`config.mk`:
```
export PLATFORM = sky130hd
export DESIGN_NAME = ctrl_fsm
export DESIGN_NICKNAME = d
export VERILOG_FILES = /design/src/rtl/ctrl_pkg.sv /design/src/rtl/ctrl_decode.sv /design/src/rtl/ctrl_fsm.sv
export SDC_FILE = /design/constraint.sdc
export NUM_CORES = 1
export LEC_CHECK = 0
export ABC_AREA = 1
export CAP_MARGIN = 20
export CORE_MARGIN = 2
export CORE_UTILIZATION = 49
export CTS_CLUSTER_DIAMETER = 40
export DETAILED_ROUTE_END_ITERATION = 16
export PLACE_DENSITY = 0.86
export SKIP_CTS_REPAIR_TIMING = 1
export SLEW_MARGIN = 20
export SYNTH_ARGS = -nofsm -noshare
export SYNTH_HDL_FRONTEND = slang
export SYNTH_SLANG_ARGS = --single-unit
```
`constraint.sdc`:
```
create_clock -name clk -period 4.4 [get_ports clk]
set_clock_uncertainty 0.1 [all_clocks]
set_input_delay 0.88 -clock clk [delete_from_list [all_inputs] [get_ports clk]]
set_output_delay 0.88 -clock clk [all_outputs]
set_load 0.005 [all_outputs]
```
`src/rtl/ctrl_pkg.sv`:
```
// ctrl_pkg: opcodes, ALU/writeback encodings and FSM states for the RV32I multi-cycle controller
package ctrl_pkg;
  localparam logic [6:0] OP_LUI    = 7'b0110111;
  localparam logic [6:0] OP_AUIPC  = 7'b0010111;
  localparam logic [6:0] OP_JAL    = 7'b1101111;
  localparam logic [6:0] OP_JALR   = 7'b1100111;
  localparam logic [6:0] OP_BRANCH = 7'b1100011;
  localparam logic [6:0] OP_LOAD   = 7'b0000011;
  localparam logic [6:0] OP_STORE  = 7'b0100011;
  localparam logic [6:0] OP_IMM    = 7'b0010011;
  localparam logic [6:0] OP_REG    = 7'b0110011;
  typedef enum logic [3:0] {
    ALU_ADD, ALU_SUB, ALU_SLT, ALU_SLTU, ALU_XOR, ALU_OR,
    ALU_AND, ALU_SLL, ALU_SRL, ALU_SRA, ALU_PASSB
  } alu_op_e;
  typedef enum logic [1:0] {WB_PC4 = 2'b00, WB_ALU = 2'b01, WB_LOAD = 2'b10} wb_sel_e;
  typedef enum logic [2:0] {S_RESET, S_FETCH, S_DECODE, S_EXEC, S_MEM, S_WB, S_HALT} state_e;
  typedef enum logic [2:0] {C_ALU, C_LOAD, C_STORE, C_BRANCH, C_JUMP} cls_e;
endpackage

```
`src/rtl/ctrl_decode.sv`:
```
// ctrl_decode: combinational decode of the latched instruction into class and datapath selects
module ctrl_decode
  import ctrl_pkg::*;
(
  input  logic [31:0] ir,
  output cls_e        cls,
  output alu_op_e     alu_op,
  output logic        opa_sel,
  output logic        opb_sel,
  output wb_sel_e     wb_sel,
  output logic        legal
);
  logic [6:0] op;
  logic [2:0] f3;
  logic       alt;
  logic       unused_ir;
  alu_op_e    f3_op;
  assign op = ir[6:0];
  assign f3 = ir[14:12];
  assign unused_ir = ^{ir[31], ir[29:15], ir[11:7]};
  // instr[30] picks SUB only for register ops, SRA/SRAI for both
  assign alt = ir[30] && (f3 == 3'd5 || (f3 == 3'd0 && op == OP_REG));
  always_comb begin
    case (f3)
      3'd0:    f3_op = ALU_ADD;
      3'd1:    f3_op = ALU_SLL;
      3'd2:    f3_op = ALU_SLT;
      3'd3:    f3_op = ALU_SLTU;
      3'd4:    f3_op = ALU_XOR;
      3'd5:    f3_op = ALU_SRL;
      3'd6:    f3_op = ALU_OR;
      default: f3_op = ALU_AND;
    endcase
  end
  always_comb begin
    cls = C_ALU;
    alu_op = ALU_ADD;
    opa_sel = 1'b0;
    opb_sel = 1'b1;
    wb_sel = WB_ALU;
    legal = 1'b1;
    case (op)
      OP_REG: begin
        opb_sel = 1'b0;
        alu_op = alt ? (f3[2] ? ALU_SRA : ALU_SUB) : f3_op;
      end
      OP_IMM:    alu_op = alt ? ALU_SRA : f3_op;
      OP_LUI:    alu_op = ALU_PASSB;
      OP_AUIPC:  opa_sel = 1'b1;
      OP_LOAD: begin
        cls = C_LOAD;
        wb_sel = WB_LOAD;
      end
      OP_STORE:  cls = C_STORE;
      OP_BRANCH: begin
        cls = C_BRANCH;
        opa_sel = 1'b1;
      end
      OP_JAL: begin
        cls = C_JUMP;
        opa_sel = 1'b1;
        wb_sel = WB_PC4;
      end
      OP_JALR: begin
        cls = C_JUMP;
        wb_sel = WB_PC4;
      end
      default:   legal = 1'b0;
    endcase
  end
endmodule

```
`src/rtl/ctrl_fsm.sv`:
```
// ctrl_fsm: multi-cycle RV32I control FSM with fetch/memory handshakes and timeout fault
// Optional CTRL_PERF_EN adds retired_cnt/stall_cnt performance counters.
module ctrl_fsm
  import ctrl_pkg::*;
#(
  parameter int ALU_OP_W = 4,
  parameter int TO_W     = 8,
  parameter int TO_CYC   = 16
) (
  input  logic                clk,
  input  logic                rst,
  input  logic [31:0]         instr,
  input  logic                instr_vld,
  input  logic                mem_ack,
  input  logic                br_less,
  input  logic                br_equal,
  output logic                fetch_req,
  output logic                ir_wren,
  output logic                pc_wren,
  output logic                pc_sel,
  output logic                rd_wren,
  output logic                insn_vld,
  output logic                br_un,
  output logic                opa_sel,
  output logic                opb_sel,
  output logic [ALU_OP_W-1:0] alu_op,
  output logic                mem_req,
  output logic                mem_wren,
  output logic [1:0]          wb_sel,
  output logic                fault
`ifdef CTRL_PERF_EN
  ,
  output logic [31:0]         retired_cnt,
  output logic [31:0]         stall_cnt
`endif
);
  state_e          state, nxt;
  logic [31:0]     ir;
  logic [TO_W-1:0] to_cnt;
  cls_e            cls;
  alu_op_e         dec_op;
  wb_sel_e         dec_wb;
  logic            dec_opa, dec_opb, legal;
  logic            waiting, hs, to_hit, taken, is_br, is_st;
  ctrl_decode u_dec (
    .ir      (ir),
    .cls     (cls),
    .alu_op  (dec_op),
    .opa_sel (dec_opa),
    .opb_sel (dec_opb),
    .wb_sel  (dec_wb),
    .legal   (legal)
  );
  assign waiting = state == S_FETCH || state == S_MEM;
  assign hs = state == S_FETCH ? instr_vld : mem_ack;
  assign to_hit = to_cnt == TO_W'(TO_CYC - 1);
  assign is_br = cls == C_BRANCH;
  assign is_st = cls == C_STORE;
  // funct3[2] picks less/equal compare, funct3[0] inverts it
  assign taken = ir[14] ? (br_less ^ ir[12]) : (br_equal ^ ir[12]);
  assign fault = state == S_HALT;
  always_ff @(posedge clk or posedge rst) begin
    if (rst) begin
      state <= S_RESET;
      ir <= '0;
      to_cnt <= '0;
    end else begin
      state <= nxt;
      ir <= ir_wren ? instr : ir;
      to_cnt <= (waiting && !hs) ? to_cnt + 1'b1 : '0;
    end
  end
  always_comb begin
    nxt = state;
    fetch_req = 1'b0;
    ir_wren = 1'b0;
    pc_wren = 1'b0;
    pc_sel = 1'b0;
    rd_wren = 1'b0;
    insn_vld = 1'b0;
    br_un = 1'b0;
    opa_sel = 1'b0;
    opb_sel = 1'b0;
    alu_op = '0;
    mem_req = 1'b0;
    mem_wren = 1'b0;
    wb_sel = 2'b00;
    case (state)
      S_RESET: nxt = S_FETCH;
      S_FETCH: begin
        fetch_req = 1'b1;
        ir_wren = instr_vld;
        nxt = instr_vld ? S_DECODE : to_hit ? S_HALT : S_FETCH;
      end
      S_DECODE: begin
        pc_wren = !legal;
        nxt = legal ? S_EXEC : S_FETCH;
      end
      S_EXEC: begin
        opa_sel = dec_opa;
        opb_sel = dec_opb;
        alu_op = ALU_OP_W'(dec_op);
        br_un = is_br && ir[13];
        pc_wren = is_br;
        pc_sel = is_br && taken;
        insn_vld = is_br;
        nxt = is_br ? S_FETCH : (cls == C_LOAD || is_st) ? S_MEM : S_WB;
      end
      S_MEM: begin
        mem_req = 1'b1;
        mem_wren = is_st;
        pc_wren = mem_ack && is_st;
        insn_vld = mem_ack && is_st;
        nxt = mem_ack ? (is_st ? S_FETCH : S_WB) : to_hit ? S_HALT : S_MEM;
      end
      S_WB: begin
        rd_wren = |ir[11:7];
        insn_vld = 1'b1;
        pc_wren = 1'b1;
        pc_sel = cls == C_JUMP;
        wb_sel = dec_wb;
        nxt = S_FETCH;
      end
      default: nxt = state;
    endcase
  end
`ifdef CTRL_PERF_EN
  always_ff @(posedge clk or posedge rst) begin
    if (rst) begin
      retired_cnt <= '0;
      stall_cnt <= '0;
    end else begin
      retired_cnt <= retired_cnt + 32'(insn_vld);
      stall_cnt <= stall_cnt + 32'(waiting && !hs);
    end
  end
`endif
endmodule

```
==> summary.txt <==
Power and ir drop
  – Peak supply drop: around 270 uV
  – Gate power share: about half
  – Internal Power: between 0.0005 and 0.0006 W
  – LEAKAGE: between 0.9 and 1 nW
  – Net Sw Frac: between 40% and 50%
  – Reg power frac: 40.2%
  – PD cells: 497.1 nW/um^2
  – Clock network power share: 10.4%
  – Sw power: 0.0004738 W

Final layout
  – Multi-input gate area: roughly 800 um^2
  – Final #Nets: roughly 310
  – Layout cell share with drive strength beyond 1: about 5.2%
  – Synthesis-to-layout area growth: 29.84%
  – # fillers: approximately 290
  – Cell area after layout: around 2100 um^2
  – Seq. cell area: ~680 um^2
  – Ant diodes: 0

Critical path
  – Crit path max fanout: 3
  – CP arrival: approximately 2.4 ns
  – Critical path's top delay family: buffers and inverters
  – CP Launch Type: primary input
  – CP peak stage delay: between 0.5 and 0.6 ns
  – Worst r2r src: state[2]
  – Critical path type: primary input to output port
  – Critical path buffers and inverters: 2
  – Critical Path RT: approximately 3.4 ns
  – Worst setup slack for register-to-register paths: 2.84 ns
  – Reg-to-Reg End: ir[3]
  – CP Cell Sequence: clkdlybuf4s50_1 -> nand4_1 -> o21ai_0 -> a21oi_1 -> a21oi_1 -> clkdlybuf4s50_1
  – Reg2reg path depth: 7
  – Slowest cell on crit path: clkdlybuf4s50_1
  – CP endpoint kind: output port

CTS
  – Clock net sink count: 27
  – Worst-skew pair later-pin latency: ~0.34 ns
  – Maximum clock path buffer count: 2
  – CTS tree: yes
  – Clock-pin slew on the worst setup and hold paths: ~0.15 ns
  – CTS buffer count: 3
  – Root Buffer: clkbuf_4
  – H-tree Lvls: 1

Floorplan
  – Num rows: 20
  – Initial Util: a little over half
  – DIE HEIGHT: around 62 um
  – Die area: between 3000 and 4000 um^2
  – Die W: around 60 um
  – Core area: 3103 um^2
  – # IOs: 56

Yosys
  – Compound-cell area share of the yosys netlist: between 10% and 20%
  – Top post-synthesis cells by area: dfrtp_1 (42%), nand2_1 (13%), inv_1 (7.2%)
  – Post-synthesis sequential area ratio: 41.63%
  – Adder-Cell Fraction of Synth Area: under 10%
  – Syn Nets: between 200 and 300
  – Number of synthesized flops with an enable pin: 0
  – Syn_area_per_cell: around 7.1 um^2
  – Synthesized cell area: 1623 um^2
  – Xor/xnor cell area share of the yosys netlist: less than 1%
  – Area share of and/or/nand/nor cells after synthesis: between 30 and 40%
  – Yosys top cell area share: a little over two fifths
  – YS warnings: 0
  – Number of synthesized register bits: 27
  – Synth area leader: dfrtp_1
  – Mux share of post-synthesis cell area: 0%
  – Post-synth ARST share: between 90% and 100%
  – Largest family of logic cells by synthesized area: simple AND/OR/NAND/NOR gates
  – Most numerous cell in the Yosys netlist: nand2_1
  – Synth cell count leaders: nand2_1 (58), inv_1 (31), dfrtp_1 (27), nor2_1 (27), o21ai_0 (22)
  – Synthesized instance count: ~230
  – Ys flop type: dfrtp_1
  – Distinct cells, synth: 27

Run status
  – Status: complete, no violations

Timing
  – Final Hold Violating Endpoints: 0
  – Final setup TNS: 0 ns
  – Post-layout min period: about 3.4 ns
  – Finish-stage setup viols: 0
  – Worst-margin pin slew: just over 0.5 ns
  – F_max: slightly below 300 MHz
  – Fin. max-slew vios: 0
  – Tcrit/Tclk final: between 70% and 80%
  – RSZ-0062 raised after global routing: false
  – Slew headroom: approximately two thirds

Drt
  – Vias after detailed routing: around 1600
  – Routed len/inst: between 10 and 15 um
  – Drt first pass iters: 4
  – DRC violations left: 0
  – WL final: between 3 and 4 mm
  – Final antenna-violating net count: 0
  – DR iter-0 viols: ~130
  – Via density: a little over 5

GRT
  – First-pass GRT wire length: 5.623 mm
  – Total track usage: 19.98%
  – Vias in the first global route: 1368
  – Antenna violations before repair: 0
  – Largest net degree at the start of global routing: 29
  – Remaining global-route overflow: 0

Place
  – Port Buffers: 39
  – Post-DP HPWL: ~2.7 mm
  – Area post-placement: around 2100 um^2
  – Routability cong.: between 0.9 and 1

Worst hold path
  – Hold Crit Class: flip-flop to flip-flop
  – Worst Hold End: to_cnt[0]
  – Hold Path Stages: 1
  – Hold_sp: to_cnt[0]

Flow run
  – Max-cap violations: 0
[final cells by class]
class / instances / share of cell area [%]
clock buffers: 4 / 1.247
flip-flops and latches: 27 / 32.07
multi-input cells: 164 / 37.89
repair buffers: 40 / 19.83
inverters: 35 / 6.354
well taps: 44 / 2.613
[per-layer routing]
| metal | vias to the layer above | part of all wire [%] | wire (um) | global-route usage [%] |
|---|---|---|---|---|
| met2 | 63 | 44 | 1529 | 29.92 |
| met5 | - | 0 | 0 | 0 |
| li1 | 825 | - | - | - |
| met1 | 712 | 46 | 1610 | 28.03 |
| met4 | 0 | 2.3 | 79 | 10.33 |
| met3 | 7 | 7.4 | 258 | 3.151 |
[cell usage in the layout (no fill, tap or decap), drive strengths merged, types with 4 or more instances in the layout]
master,netlist,layout
clkdlybuf4s50,0,39
nand3,14,14
inv,35,34
nor2,30,30
clkbuf,0,4
nand2,60,60
a21oi,8,8
nand4,5,5
dfrtp,27,27
o21ai,25,25
nor3,8,8
ha,4,4
[worst reg2reg max path, cell delays in order (launching register included)]
cell     delay (ns)
dfrtp_1        0.47
inv_2          0.13
nand2_2        0.11
nor2_4         0.16
nand2_4        0.11
inv_4          0.21
nand2_1        0.09
o21ai_0        0.09
[worst max-delay path by stage]
stage | startpoint | end | depth (start not counted)
floorplan | mem_ack | pc_wren | 4
global placement | mem_ack | pc_wren | 6
detailed placement | mem_ack | pc_wren | 6
CTS | mem_ack | pc_wren | 6
global route | mem_ack | pc_wren | 6
finish | mem_ack | pc_wren | 6
[through the flow]
| stage | power [W] | utilization, % | hold slack (ns) | cells | setup WS [ns] |
|---|---|---|---|---|---|
| 2_1_floorplan | 0.0007828 | - | 0.3329 | 228 | 2.094 |
| 3_3_place_gp | 0.0009244 | 66.17 | 0.3506 | 309 | 1.051 |
| 3_5_place_dp | 0.0009380 | 66.17 | 0.3606 | 309 | 1.026 |
| 4_1_cts | 0.001046 | 67.02 | 0.3792 | 313 | 1.018 |
| 5_1_grt | 0.001146 | 67.90 | 0.3943 | 314 | 0.8924 |
| 6_report | 0.001047 | 67.90 | 0.3826 | 314 | 1.036 |
[sequential cells by signal, summed over array words and instances, names as in the netlist]
signal  count
to_cnt      8
ir         16
state       3
[logic make-up (layout without fill, tap and decap cells)]
logic type	after synthesis	after routing
DFF	27	27
xor gates and xnor gates	1	1
adders and majority gates	4	4
buffers and inverters	37	79
AOI/OAI and AO/OA	38	38
and+or+nand+nor	121	121
[power by group through the flow]
stage                     clock (W)  sequential (W)  combinational, W
final                      0.000109        0.000421          0.000518
after global routing       0.000122        0.000435          0.000589
after CTS                  0.000110        0.000420          0.000516
after detailed placement          0        0.000425          0.000513
after global placement            0        0.000422          0.000502
after floorplan                   0        0.000410          0.000373
No activity file was read; power rests on OpenSTA's default activity.
